<file path="src/rtl/synth_pkg.sv">
// Shared definitions for the synth voice path: keycode constants, the
// keycode-to-note table and the voice allocator state encoding.
package synth_pkg;

    localparam int NOTE_W = 6;
    localparam int NUM_MAPPED = 25;

    localparam logic [7:0] KEY_NONE         = 8'h00;
    localparam logic [7:0] KEY_ERR_ROLLOVER = 8'h01;

    // Entry i is the keycode that plays note i (two-row piano layout).
    localparam logic [7:0] KEY_TABLE [NUM_MAPPED] = '{
        8'd53, 8'd30, 8'd31, 8'd32, 8'd33, 8'd34, 8'd35, 8'd36, 8'd37,
        8'd38, 8'd39, 8'd45, 8'd43, 8'd20, 8'd26, 8'd8,  8'd21, 8'd23,
        8'd28, 8'd24, 8'd12, 8'd18, 8'd19, 8'd47, 8'd57
    };

    typedef enum logic [2:0] {
        IDLE  = 3'd0,
        CHECK = 3'd1,
        REL   = 3'd2,
        PRESS = 3'd3,
        DONE  = 3'd4
    } state_t;

endpackage

</file>
<file path="src/rtl/key_note_lookup.sv">
// Combinational keycode-to-note translation; valid is low for unmapped
// keycodes, including the empty-slot code.
module key_note_lookup #(
    parameter int NOTE_W = synth_pkg::NOTE_W
) (
    input  logic [7:0]        keycode,
    output logic [NOTE_W-1:0] note,
    output logic              valid
);
    import synth_pkg::*;

    // Table search; table keycodes are unique so at most one entry hits.
    always_comb begin
        note  = '0;
        valid = 1'b0;
        for (int i = 0; i < NUM_MAPPED; i++) begin
            if (keycode == KEY_TABLE[i]) begin
                note  = NOTE_W'(i);
                valid = 1'b1;
            end else begin
                note  = note;
                valid = valid;
            end
        end
    end

endmodule

</file>
<file path="src/rtl/voice_allocator.sv">
// Polyphonic voice scheduler: walks each keyboard report, releases voices
// whose keys went up, then allocates (or steals) voices for new keys.
module voice_allocator #(
    parameter int NUM_VOICES = 4,
    parameter int NUM_KEYS   = 6,
    parameter int NOTE_W     = synth_pkg::NOTE_W,
    parameter int AGE_W      = 4
) (
    input  logic                         Clk,
    input  logic                         Reset_n,
    input  logic                         report_valid,
    input  logic [8*NUM_KEYS-1:0]        report_keys,
    output logic                         busy,
    output logic [NUM_VOICES-1:0]        voice_gate,
    output logic [NUM_VOICES*NOTE_W-1:0] voice_note,
    output logic [NUM_VOICES-1:0]        voice_trig,
    output logic                         voice_stolen
);
    import synth_pkg::*;

    localparam int IDX_MAX = (NUM_KEYS > NUM_VOICES) ? NUM_KEYS : NUM_VOICES;
    localparam int IDX_W   = $clog2(IDX_MAX + 1);
    localparam logic [AGE_W-1:0] AGE_MAX = '1;

    state_t                                 state_r;
    logic [IDX_W-1:0]                       idx_r;
    logic [8*NUM_KEYS-1:0]                  cur_keys_r;
    logic [8*NUM_KEYS-1:0]                  prev_keys_r;
    logic [8*NUM_KEYS-1:0]                  pending_keys_r;
    logic                                   pending_r;
    logic                                   busy_r;
    logic [NUM_VOICES-1:0]                  gate_r;
    logic [NUM_VOICES-1:0][NOTE_W-1:0]      note_r;
    logic [NUM_VOICES-1:0][AGE_W-1:0]       age_r;
    logic [NUM_VOICES-1:0]                  trig_r;
    logic                                   stolen_r;

    logic [NUM_KEYS-1:0][NOTE_W-1:0]        slot_note_s;
    logic [NUM_KEYS-1:0]                    slot_valid_s;
    logic [7:0]                             press_key_s;
    logic [NOTE_W-1:0]                      press_note_s;
    logic                                   press_valid_s;
    logic                                   in_prev_s;
    logic                                   rollover_s;
    logic [NOTE_W-1:0]                      rel_note_s;
    logic                                   rel_gate_s;
    logic                                   rel_present_s;
    logic                                   held_s;
    logic                                   free_found_s;
    logic [NUM_VOICES-1:0]                  free_oh_s;
    logic [NUM_VOICES-1:0]                  old_oh_s;
    logic [AGE_W-1:0]                       best_age_s;
    logic [NUM_VOICES-1:0]                  target_oh_s;
    logic                                   alloc_s;

    assign busy         = busy_r;
    assign voice_gate   = gate_r;
    assign voice_note   = note_r;
    assign voice_trig   = trig_r;
    assign voice_stolen = stolen_r;

    for (genvar g = 0; g < NUM_KEYS; g++) begin : g_slot_lookup
        key_note_lookup #(.NOTE_W(NOTE_W)) u_slot (
            .keycode (cur_keys_r[8*g +: 8]),
            .note    (slot_note_s[g]),
            .valid   (slot_valid_s[g])
        );
    end

    key_note_lookup #(.NOTE_W(NOTE_W)) u_press (
        .keycode (press_key_s),
        .note    (press_note_s),
        .valid   (press_valid_s)
    );

    // Per-step operands: selected slot/voice, prior-report and rollover tests.
    always_comb begin
        press_key_s   = KEY_NONE;
        in_prev_s     = 1'b0;
        rollover_s    = 1'b0;
        rel_note_s    = '0;
        rel_gate_s    = 1'b0;
        rel_present_s = 1'b0;
        for (int k = 0; k < NUM_KEYS; k++) begin
            if (idx_r == IDX_W'(k)) begin
                press_key_s = cur_keys_r[8*k +: 8];
            end else begin
                press_key_s = press_key_s;
            end
        end
        for (int k = 0; k < NUM_KEYS; k++) begin
            in_prev_s  = in_prev_s  | (prev_keys_r[8*k +: 8] == press_key_s);
            rollover_s = rollover_s | (cur_keys_r[8*k +: 8] == KEY_ERR_ROLLOVER);
        end
        for (int v = 0; v < NUM_VOICES; v++) begin
            if (idx_r == IDX_W'(v)) begin
                rel_note_s = note_r[v];
                rel_gate_s = gate_r[v];
            end else begin
                rel_note_s = rel_note_s;
                rel_gate_s = rel_gate_s;
            end
        end
        for (int k = 0; k < NUM_KEYS; k++) begin
            rel_present_s = rel_present_s |
                            (slot_valid_s[k] && (slot_note_s[k] == rel_note_s));
        end
    end

    // Allocation target: lowest free voice, else the oldest (lowest index on ties).
    always_comb begin
        held_s       = 1'b0;
        free_found_s = 1'b0;
        free_oh_s    = '0;
        best_age_s   = age_r[0];
        old_oh_s     = NUM_VOICES'(1);
        for (int v = 0; v < NUM_VOICES; v++) begin
            held_s = held_s | (gate_r[v] && (note_r[v] == press_note_s));
            if (!gate_r[v] && !free_found_s) begin
                free_found_s = 1'b1;
                free_oh_s[v] = 1'b1;
            end else begin
                free_found_s = free_found_s;
            end
        end
        for (int v = 1; v < NUM_VOICES; v++) begin
            if (age_r[v] > best_age_s) begin
                best_age_s  = age_r[v];
                old_oh_s    = '0;
                old_oh_s[v] = 1'b1;
            end else begin
                best_age_s = best_age_s;
            end
        end
        target_oh_s = free_found_s ? free_oh_s : old_oh_s;
        alloc_s     = (state_r == PRESS) && press_valid_s && !in_prev_s && !held_s;
    end

    // Report sequencer and voice state registers.
    always_ff @(posedge Clk or negedge Reset_n) begin
        if (!Reset_n) begin
            state_r        <= IDLE;
            idx_r          <= '0;
            cur_keys_r     <= '0;
            prev_keys_r    <= '0;
            pending_keys_r <= '0;
            pending_r      <= 1'b0;
            busy_r         <= 1'b0;
            gate_r         <= '0;
            note_r         <= '0;
            age_r          <= '0;
            trig_r         <= '0;
            stolen_r       <= 1'b0;
        end else begin
            trig_r   <= '0;
            stolen_r <= 1'b0;
            // Strobes during processing are parked; the newest one wins.
            if (report_valid && (state_r != IDLE)) begin
                pending_keys_r <= report_keys;
                pending_r      <= 1'b1;
            end
            case (state_r)
                IDLE: begin
                    if (report_valid) begin
                        cur_keys_r <= report_keys;
                        pending_r  <= 1'b0;
                        state_r    <= CHECK;
                        busy_r     <= 1'b1;
                    end else if (pending_r) begin
                        cur_keys_r <= pending_keys_r;
                        pending_r  <= 1'b0;
                        state_r    <= CHECK;
                        busy_r     <= 1'b1;
                    end
                end
                CHECK: begin
                    idx_r <= '0;
                    if (rollover_s) begin
                        state_r <= IDLE;
                        busy_r  <= 1'b0;
                    end else begin
                        state_r <= REL;
                    end
                end
                REL: begin
                    for (int v = 0; v < NUM_VOICES; v++) begin
                        if ((idx_r == IDX_W'(v)) && rel_gate_s && !rel_present_s) begin
                            gate_r[v] <= 1'b0;
                        end
                    end
                    if (idx_r == IDX_W'(NUM_VOICES - 1)) begin
                        idx_r   <= '0;
                        state_r <= PRESS;
                    end else begin
                        idx_r <= idx_r + IDX_W'(1);
                    end
                end
                PRESS: begin
                    if (alloc_s) begin
                        stolen_r <= !free_found_s;
                        for (int v = 0; v < NUM_VOICES; v++) begin
                            if (target_oh_s[v]) begin
                                note_r[v] <= press_note_s;
                                gate_r[v] <= 1'b1;
                                trig_r[v] <= 1'b1;
                                age_r[v]  <= '0;
                            end else if (gate_r[v] && (age_r[v] != AGE_MAX)) begin
                                age_r[v] <= age_r[v] + AGE_W'(1);
                            end
                        end
                    end
                    if (idx_r == IDX_W'(NUM_KEYS - 1)) begin
                        idx_r   <= '0;
                        state_r <= DONE;
                    end else begin
                        idx_r <= idx_r + IDX_W'(1);
                    end
                end
                DONE: begin
                    prev_keys_r <= cur_keys_r;
                    if (report_valid) begin
                        cur_keys_r <= report_keys;
                        pending_r  <= 1'b0;
                        state_r    <= CHECK;
                    end else if (pending_r) begin
                        cur_keys_r <= pending_keys_r;
                        pending_r  <= 1'b0;
                        state_r    <= CHECK;
                    end else begin
                        state_r <= IDLE;
                        busy_r  <= 1'b0;
                    end
                end
                default: begin
                    state_r <= IDLE;
                    busy_r  <= 1'b0;
                    idx_r   <= '0;
                end
            endcase
        end
    end

endmodule
</file>
<file path="config.mk">
export PLATFORM = sky130hd
export DESIGN_NAME = voice_allocator
export DESIGN_NICKNAME = d
export VERILOG_FILES = /design/src/rtl/synth_pkg.sv /design/src/rtl/key_note_lookup.sv /design/src/rtl/voice_allocator.sv
export SDC_FILE = /design/constraint.sdc
export NUM_CORES = 1
export LEC_CHECK = 0
export BUFFER_PORTS_ARGS = -buffer_cell sky130_fd_sc_hd__buf_2
export CAP_MARGIN = 10
export CORE_ASPECT_RATIO = 1.4
export CORE_MARGIN = 1
export CORE_UTILIZATION = 47
export DETAILED_ROUTE_END_ITERATION = 12
export PLACE_DENSITY = 0.73
export SETUP_SLACK_MARGIN = 0.5
export SLEW_MARGIN = 20
export SYNTH_ARGS = -nofsm -noshare
export SYNTH_HDL_FRONTEND = slang
export SYNTH_SLANG_ARGS = --single-unit
</file>
<file path="constraint.sdc">
create_clock -name Clk -period 10.8 [get_ports Clk]
set_input_delay 2.16 -clock Clk [delete_from_list [all_inputs] [get_ports Clk]]
set_output_delay 2.16 -clock Clk [all_outputs]
set_load 0.005 [all_outputs]
</file>
# Word level (Yosys, flattened, before mapping)
# Cells that the tools add are included.
[totals]
in_bits = 51
elab_cells = 756
register_bits = 201
[classes]
order_cmp = 3
n_mux = 419
n_addsub = 5
n_bitwise = 19
eq_ne = 225
n_reduce_logical = 64
[ops]
columns = ["operator", "count"]
rows = [
  ["8-bit by 6-bit equality test with 1-bit output (second input constant)", 91],
  ["8-bit by 5-bit equality test with 1-bit output (second input constant)", 70],
  ["5-bit 2-to-1 mux", 63],
  ["4-bit 2-to-1 mux", 72],
  ["1-bit 2-to-1 mux", 218],
  ["8-bit by 4-bit equality test with 1-bit output (second input constant)", 14],
  ["3-bit 2-to-1 mux", 34],
  ["48-bit 2-to-1 mux", 2],
  ["6-bit equality test", 10],
  ["8-bit by 1-bit equality test with 1-bit output (second input constant)", 6],
  ["8-bit equality test", 6],
  ["8-bit 2-to-1 mux", 6],
  ["2-bit 2-to-1 mux", 16],
  ["1-bit logical AND", 29],
  ["2-bit inequality test (second input constant)", 14],
  ["3-bit AND reduction", 9],
  ["6-bit 2-to-1 mux", 4],
  ["1-bit bitwise OR", 18],
  ["4-bit by 1-bit adder with 4-bit output (second input constant)", 4],
  ["4-bit inequality test (second input constant)", 4],
  ["4-bit AND reduction", 4],
  ["3-bit one-hot mux with 5 select lines", 1],
  ["3-bit by 2-bit equality test with 1-bit output (second input constant)", 4],
  ["4-bit > comparator", 3],
  ["other kinds (15)", 33],
]

# Depth between registers and ports, before layout
[depth]
depth_word = 41
mapped_depth = 30

# Hierarchy
# A second synthesis with hierarchy kept.
[unflattened]
cells_unflattened = 1691
area_unflattened_um2 = 15359.7
[modules_own_cells]
columns = ["module", "cells_per_inst", "area_each_um2", "seq_area_each_um2", "n_inst"]
rows = [
  ["voice_allocator", 1166, 11803.8, 5029.8, 1],
  ["key_note_lookup", 75, 508.0, 0.0, 7],
]

# Least setup slack after synthesis
# No wires, ideal clock.
[synth_timing]
path_type = "register -> register"
startpoint = "register age_r[1] (netlist bit)"
endpoint = "register note_r (netlist bit voice_note[0])"
synth_period_minus_slack_ps = 5197
stages_incl_launch_ff = 29
arrival_ps = 5072
path_slack_ps = 5603
required_ps = 10675
setup_ps = 125
path_buffers = 1
cell_sequence = "dfrtp_1 > inv_1 > ha_1 > nor2b_1 > o21ai_0 > nand2b_1 > a21oi_1 > a41o_1 > clkbuf_1 > mux2i_1 > ha_1 > nor2b_1 > o21ai_0 > nand2b_1 > a21oi_1 > a41o_1 > nand2_1 > o21ai_0 > ha_1 > nor2b_1 > o21ai_0 > nand2b_1 > a21oi_1 > o21ai_0 > or3b_2 > o21ai_0 > nand2_4 > inv_4 > mux2_4"
[synth_between]
elab_chain_len = 8
elab_cells_between_ends = 10
classes_between = "order compare (3); mux (6); reduce/logical (1)"
[synth_lines]
columns = ["element", "line_no", "source"]
rows = [
  ["from (decl)", "voice_allocator.sv:34", "logic [NUM_VOICES-1:0][AGE_W-1:0] age_r;"],
  ["from (signal, indexed assignment)", "voice_allocator.sv:208", "age_r[v] <= age_r[v] + AGE_W'(1);"],
  ["4-bit > comparator", "voice_allocator.sv:127", "if (age_r[v] > best_age_s) begin"],
  ["4-bit 2-to-1 mux", "voice_allocator.sv:127", ""],
  ["4-bit > comparator", "voice_allocator.sv:127", ""],
  ["4-bit 2-to-1 mux", "voice_allocator.sv:127", ""],
  ["4-bit > comparator", "voice_allocator.sv:127", ""],
  ["4-bit 2-to-1 mux (*)", "voice_allocator.sv:127", ""],
  ["4-bit 2-to-1 mux (*)", "voice_allocator.sv:135", "target_oh_s = free_found_s ? free_oh_s : old_oh_s;"],
  ["3-bit AND reduction (no source line) (*)", "-", ""],
  ["to (signal, indexed assignment)", "voice_allocator.sv:203", "note_r[v] <= press_note_s;"],
  ["to (decl)", "voice_allocator.sv:33", "logic [NUM_VOICES-1:0][NOTE_W-1:0] note_r;"],
]
# Mark *: on every way between the ends. The rest lies on a longest branch, timed or not.
# A chain may end at the register's enable or synchronous reset.

# Worst setup path after layout
[layout_timing]
startpoint = "register idx_r[2]"
endpoint = "register note_r (netlist bit voice_note[20])"
[layout_between]
elab_chain_len = 40
elab_cells_between_ends = 114
classes_between = "eq/ne (40); mux (55); bitwise (8); reduce/logical (11)"
[layout_lines]
columns = ["element", "line_no", "source"]
rows = [
  ["from (decl)", "voice_allocator.sv:26", "logic [IDX_W-1:0] idx_r;"],
  ["from (signal assigned)", "voice_allocator.sv:195", "idx_r <= idx_r + IDX_W'(1);"],
  ["from (signal assigned)", "voice_allocator.sv:216", "idx_r <= idx_r + IDX_W'(1);"],
  ["3-bit logical NOT", "voice_allocator.sv:85", "if (idx_r == IDX_W'(k)) begin"],
  ["8-bit 2-to-1 mux (5 in series)", "voice_allocator.sv:85", ""],
  ["8-bit 2-to-1 mux (*)", "voice_allocator.sv:85", ""],
  ["8-bit by 5-bit equality test with 1-bit output", "key_note_lookup.sv:17", "if (keycode == KEY_TABLE[i]) begin"],
  ["1-bit 2-to-1 mux", "key_note_lookup.sv:17", ""],
  ["2-bit 2-to-1 mux (2 in series)", "key_note_lookup.sv:17", ""],
  ["3-bit 2-to-1 mux (4 in series)", "key_note_lookup.sv:17", ""],
  ["4-bit 2-to-1 mux (8 in series)", "key_note_lookup.sv:17", ""],
  ["5-bit 2-to-1 mux (9 in series)", "key_note_lookup.sv:17", ""],
  ["6-bit equality test", "voice_allocator.sv:118", "held_s = held_s | (gate_r[v] && (note_r[v] == press_note_s));"],
  ["1-bit logical AND", "voice_allocator.sv:118", ""],
  ["1-bit bitwise OR (3 in series)", "voice_allocator.sv:118", ""],
  ["1-bit logical NOT", "voice_allocator.sv:136", "alloc_s = (state_r == PRESS) && press_valid_s && !in_prev_s && !held_s;"],
  ["1-bit logical AND", "voice_allocator.sv:136", ""],
  ["3-bit AND reduction (no source line)", "-", ""],
]
# Marks and branches as above.

==> results.txt <==
largest net degree at the start of global routing: 98
Synth area leaders: dfrtp_1, mux2_2, mux2i_1, o21ai_0, xnor2_1
1st-iter DRT viols: 1212
final wirelength: 38100 um
data required time of the critical path: 11140 ps
max-cap violations: 0
fraction of layout instances using a drive strength above 1: 18.3%
Multi-input gate area: 8680 sq um
final hold vios: 0
Max Slew Vio Count: 0
initial antenna violation count: 0
hold path start: pending_keys_r[25]$_DFFE_PN0P_
Syn Std Cell Area: 14400 sq um
post-route clock period utilization: 57.6%
core area: 30000 sq um
Post-Synthesis Cells: 1592
crit end category: register
GRT overflow: 0
Resized Gates After CTS: 0
first-pass GRT wire length: 62300 um
YS warnings: 0
setup ws final: 4580 ps
IO Port Bufs: 80
Rows: 75
Power, Total: 5.06 mW
FILL cells: 2759
status: finished clean
Switching Share: 51.5%
clk sinks: 197
R2R depth: 14
Worst R2R Setup Slack: 4580 ps
area leader, netlist: dfrtp_1
CTS root buf: clkbuf_16
number of synthesized flops with an enable pin: 0
DR pass1 iterations: 9
Reg power frac: 28.1%
ratio of total power to cell area: 329 nW/um^2
top_reg_cell synth: dfrtp_1
Syn Area/Cell: 9.02 sq um
final core area utilization: 51.2%
RSZ-0062 raised after global routing: no
FF+latch area: 4930 sq um
Worst Path Arrival: 6560 ps
number of library cell types mapped by synthesis: 98
I/O pin total: 85
worst r2r dst: voice_note[20]$_DFFE_PN0P_
Worst path slowest cell: a211oi_4
post-synth top area share: 34.3%
Worst setup SP type: register
asr flop ratio synth: 100%
DRC: 0
Net Sw Power: 2.61 mW
number of hold buffers added after CTS: 0
CP max stage delay: 850 ps
Final GP Congestion: 0.951
ANT cells: 0
Hold Path Cell Cnt: 1
Num CTS Buffers: 17
CP Cell Sequence: inv_1, ha_1, or2_1, a221oi_2, a211oi_4, nor3_1, a32oi_1, a21oi_1, o2111a_1, a221oi_1, o22a_1, and3_1, nand2_2, mux2_1
wire per inst: 19.3 um
fin crit period: 6220 ps
post-DP HPWL: 26900 um
clock buffer depth: 2
Nets: 1645
Max Clk Rate: 161 MHz
commonest non-fill, non-tap cell in the layout: dfrtp_1
Setup Total Neg Slack: 0 ps
Placement Setup Slack: 4900 ps
Clk Latency, worst-skew pair: 460 ps
normalized max-slew margin: 35.8%
crit path max fanout: 22
Int Power: 2.46 mW
RR Startpoint: idx_r[2]$_DFFE_PN0P_
Area Overhead vs Synth: 7.02%
Synth Register Bits: 197
sequential element share of the synthesized area: 34.3%
vias in the first global route: 11926
most frequent cells in the layout: dfrtp_1, nand2_1, o21ai_0, mux2_2, nor2_1
P_leak: 6.46 nW
Setup Buffers After CTS: 0
critical path class: reg -> reg
drt via density: 6.38
Die Ht: 209 um
Finish-stage setup viols: 0
Comb pwr share: 59.4%
Vias: 12559
Routed Antenna Nets: 0
clock share of power: 12.5%
Initial Util: 47.8%
min-delay worst type: reg -> reg
hold_ws: 506 ps
Worst-Margin Slew: 960 ps
Clock transition at path regs: 80 ps
hold worst-path end: pending_keys_r[25]$_DFFE_PN0P_
Setup Skew: 13.0 ps
TritonCTS clock tree: yes
DIE WIDTH: 150 um
GR Util All Layers: 25.0%
VDD IR max: 0.000174 V
H-tree depth: 4
DIE AREA: 31300 sq um
-- cell usage after synthesis (all sizes together), types with 21 or more instances --
master	n
mux2	116
nand3	44
xor2	23
buf	47
o22ai	25
nor2	88
a31oi	22
inv	46
nand2b	32
mux2i	62
clkbuf	91
o21ai	124
ha	22
nor3	33
nor4	30
dfrtp	197
nand2	137
a211oi	24
xnor2	62
nand4	21
a21oi	61
-- metrics by stage --
step	std cells	area (sq um)
2_1_floorplan	1595	14400
3_3_place_gp	1938	14800
3_5_place_dp	1938	14800
4_1_cts	1970	15400
5_1_grt	1970	15400
6_report	1970	15400
-- sequential cells by signal (all words and copies together) (netlist names), 3 cells and up --
name	flops
age_r	16
cur_keys_r	48
idx_r	3
pending_keys_r	48
prev_keys_r	48
state_r	3
voice_gate	4
voice_note	20
voice_trig	4
-- routing by layer --
metal	vias to the layer above	part of all wire [%]	wire [um]	GRT usage, %
met3	99	6.2	2370	3.71
met5	-	0	0	0
met4	0	4.1	1570	12.8
met2	519	49	18600	40.9
met1	6082	41	15600	31.8
li1	5859	-	-	-
-- area by class of cell --
type / instances / area share, %
Tap cell: 385 / 3.13
Clock buffer: 19 / 2.88
Inverter: 47 / 1.16
Clock inverter: 13 / 0.871
Timing Repair Buffer: 96 / 3.44
Sequential cell: 197 / 32.1
Multi-Input combinational cell: 1213 / 56.4
-- power groups by stage --
| stage | clock (mW) | sequential, mW | combinational, mW |
|---|---|---|---|
| 2_1_floorplan | 0 | 1.08 | 2.62 |
| 4_1_cts | 0.650 | 1.41 | 2.95 |
| 6_report | 0.634 | 1.42 | 3.01 |
| 3_5_place_dp | 0 | 1.42 | 2.94 |
| 3_3_place_gp | 0 | 1.41 | 2.87 |
| 5_1_grt | 0.678 | 1.46 | 3.29 |
-- worst max-delay path, delay by kind of cell, from the launching register on --
kind / cells / cell delay (ps)
AND/OR/NAND/NOR: 4 / 1620
flip-flops: 1 / 670
multiplexers: 1 / 380
AO/OA/AOI/OAI: 7 / 2510
buffers and inverters: 1 / 270
adder cells (fa/ha/maj): 1 / 620
-- cells by family (layout without fill, tap and decap cells) --
| logic type | count (synthesis) | after routing | synth area share [%] |
|---|---|---|---|
| AND/OR/NAND/NOR | 499 | 499 | 18.1 |
| AO/OA/AOI/OAI | 422 | 422 | 20.9 |
| flip-flops | 197 | 197 | 34.3 |
| buffers and inverters | 185 | 175 | 5.70 |
| multiplexers | 178 | 178 | 13.6 |
| XOR/XNOR | 85 | 85 | 5.18 |
| adder cells (fa/ha/maj) | 25 | 25 | 2.12 |
| other | 1 | 4 | 0.0261 |
-- worst max path at each step --
stage	from	endpoint	slack, ps
detailed placement	idx_r[2]$_DFFE_PN0P_	voice_note[20]$_DFFE_PN0P_	4900
CTS	idx_r[2]$_DFFE_PN0P_	voice_note[20]$_DFFE_PN0P_	4830
global route	idx_r[2]$_DFFE_PN0P_	voice_note[14]$_DFFE_PN0P_	4260
floorplan	age_r[1]$_DFFE_PN0P_	voice_note[0]$_DFFE_PN0P_	5600
finish	idx_r[2]$_DFFE_PN0P_	voice_note[20]$_DFFE_PN0P_	4580
global placement	idx_r[2]$_DFFE_PN0P_	voice_note[0]$_DFFE_PN0P_	5130
Power figures use the tool's default switching activity.
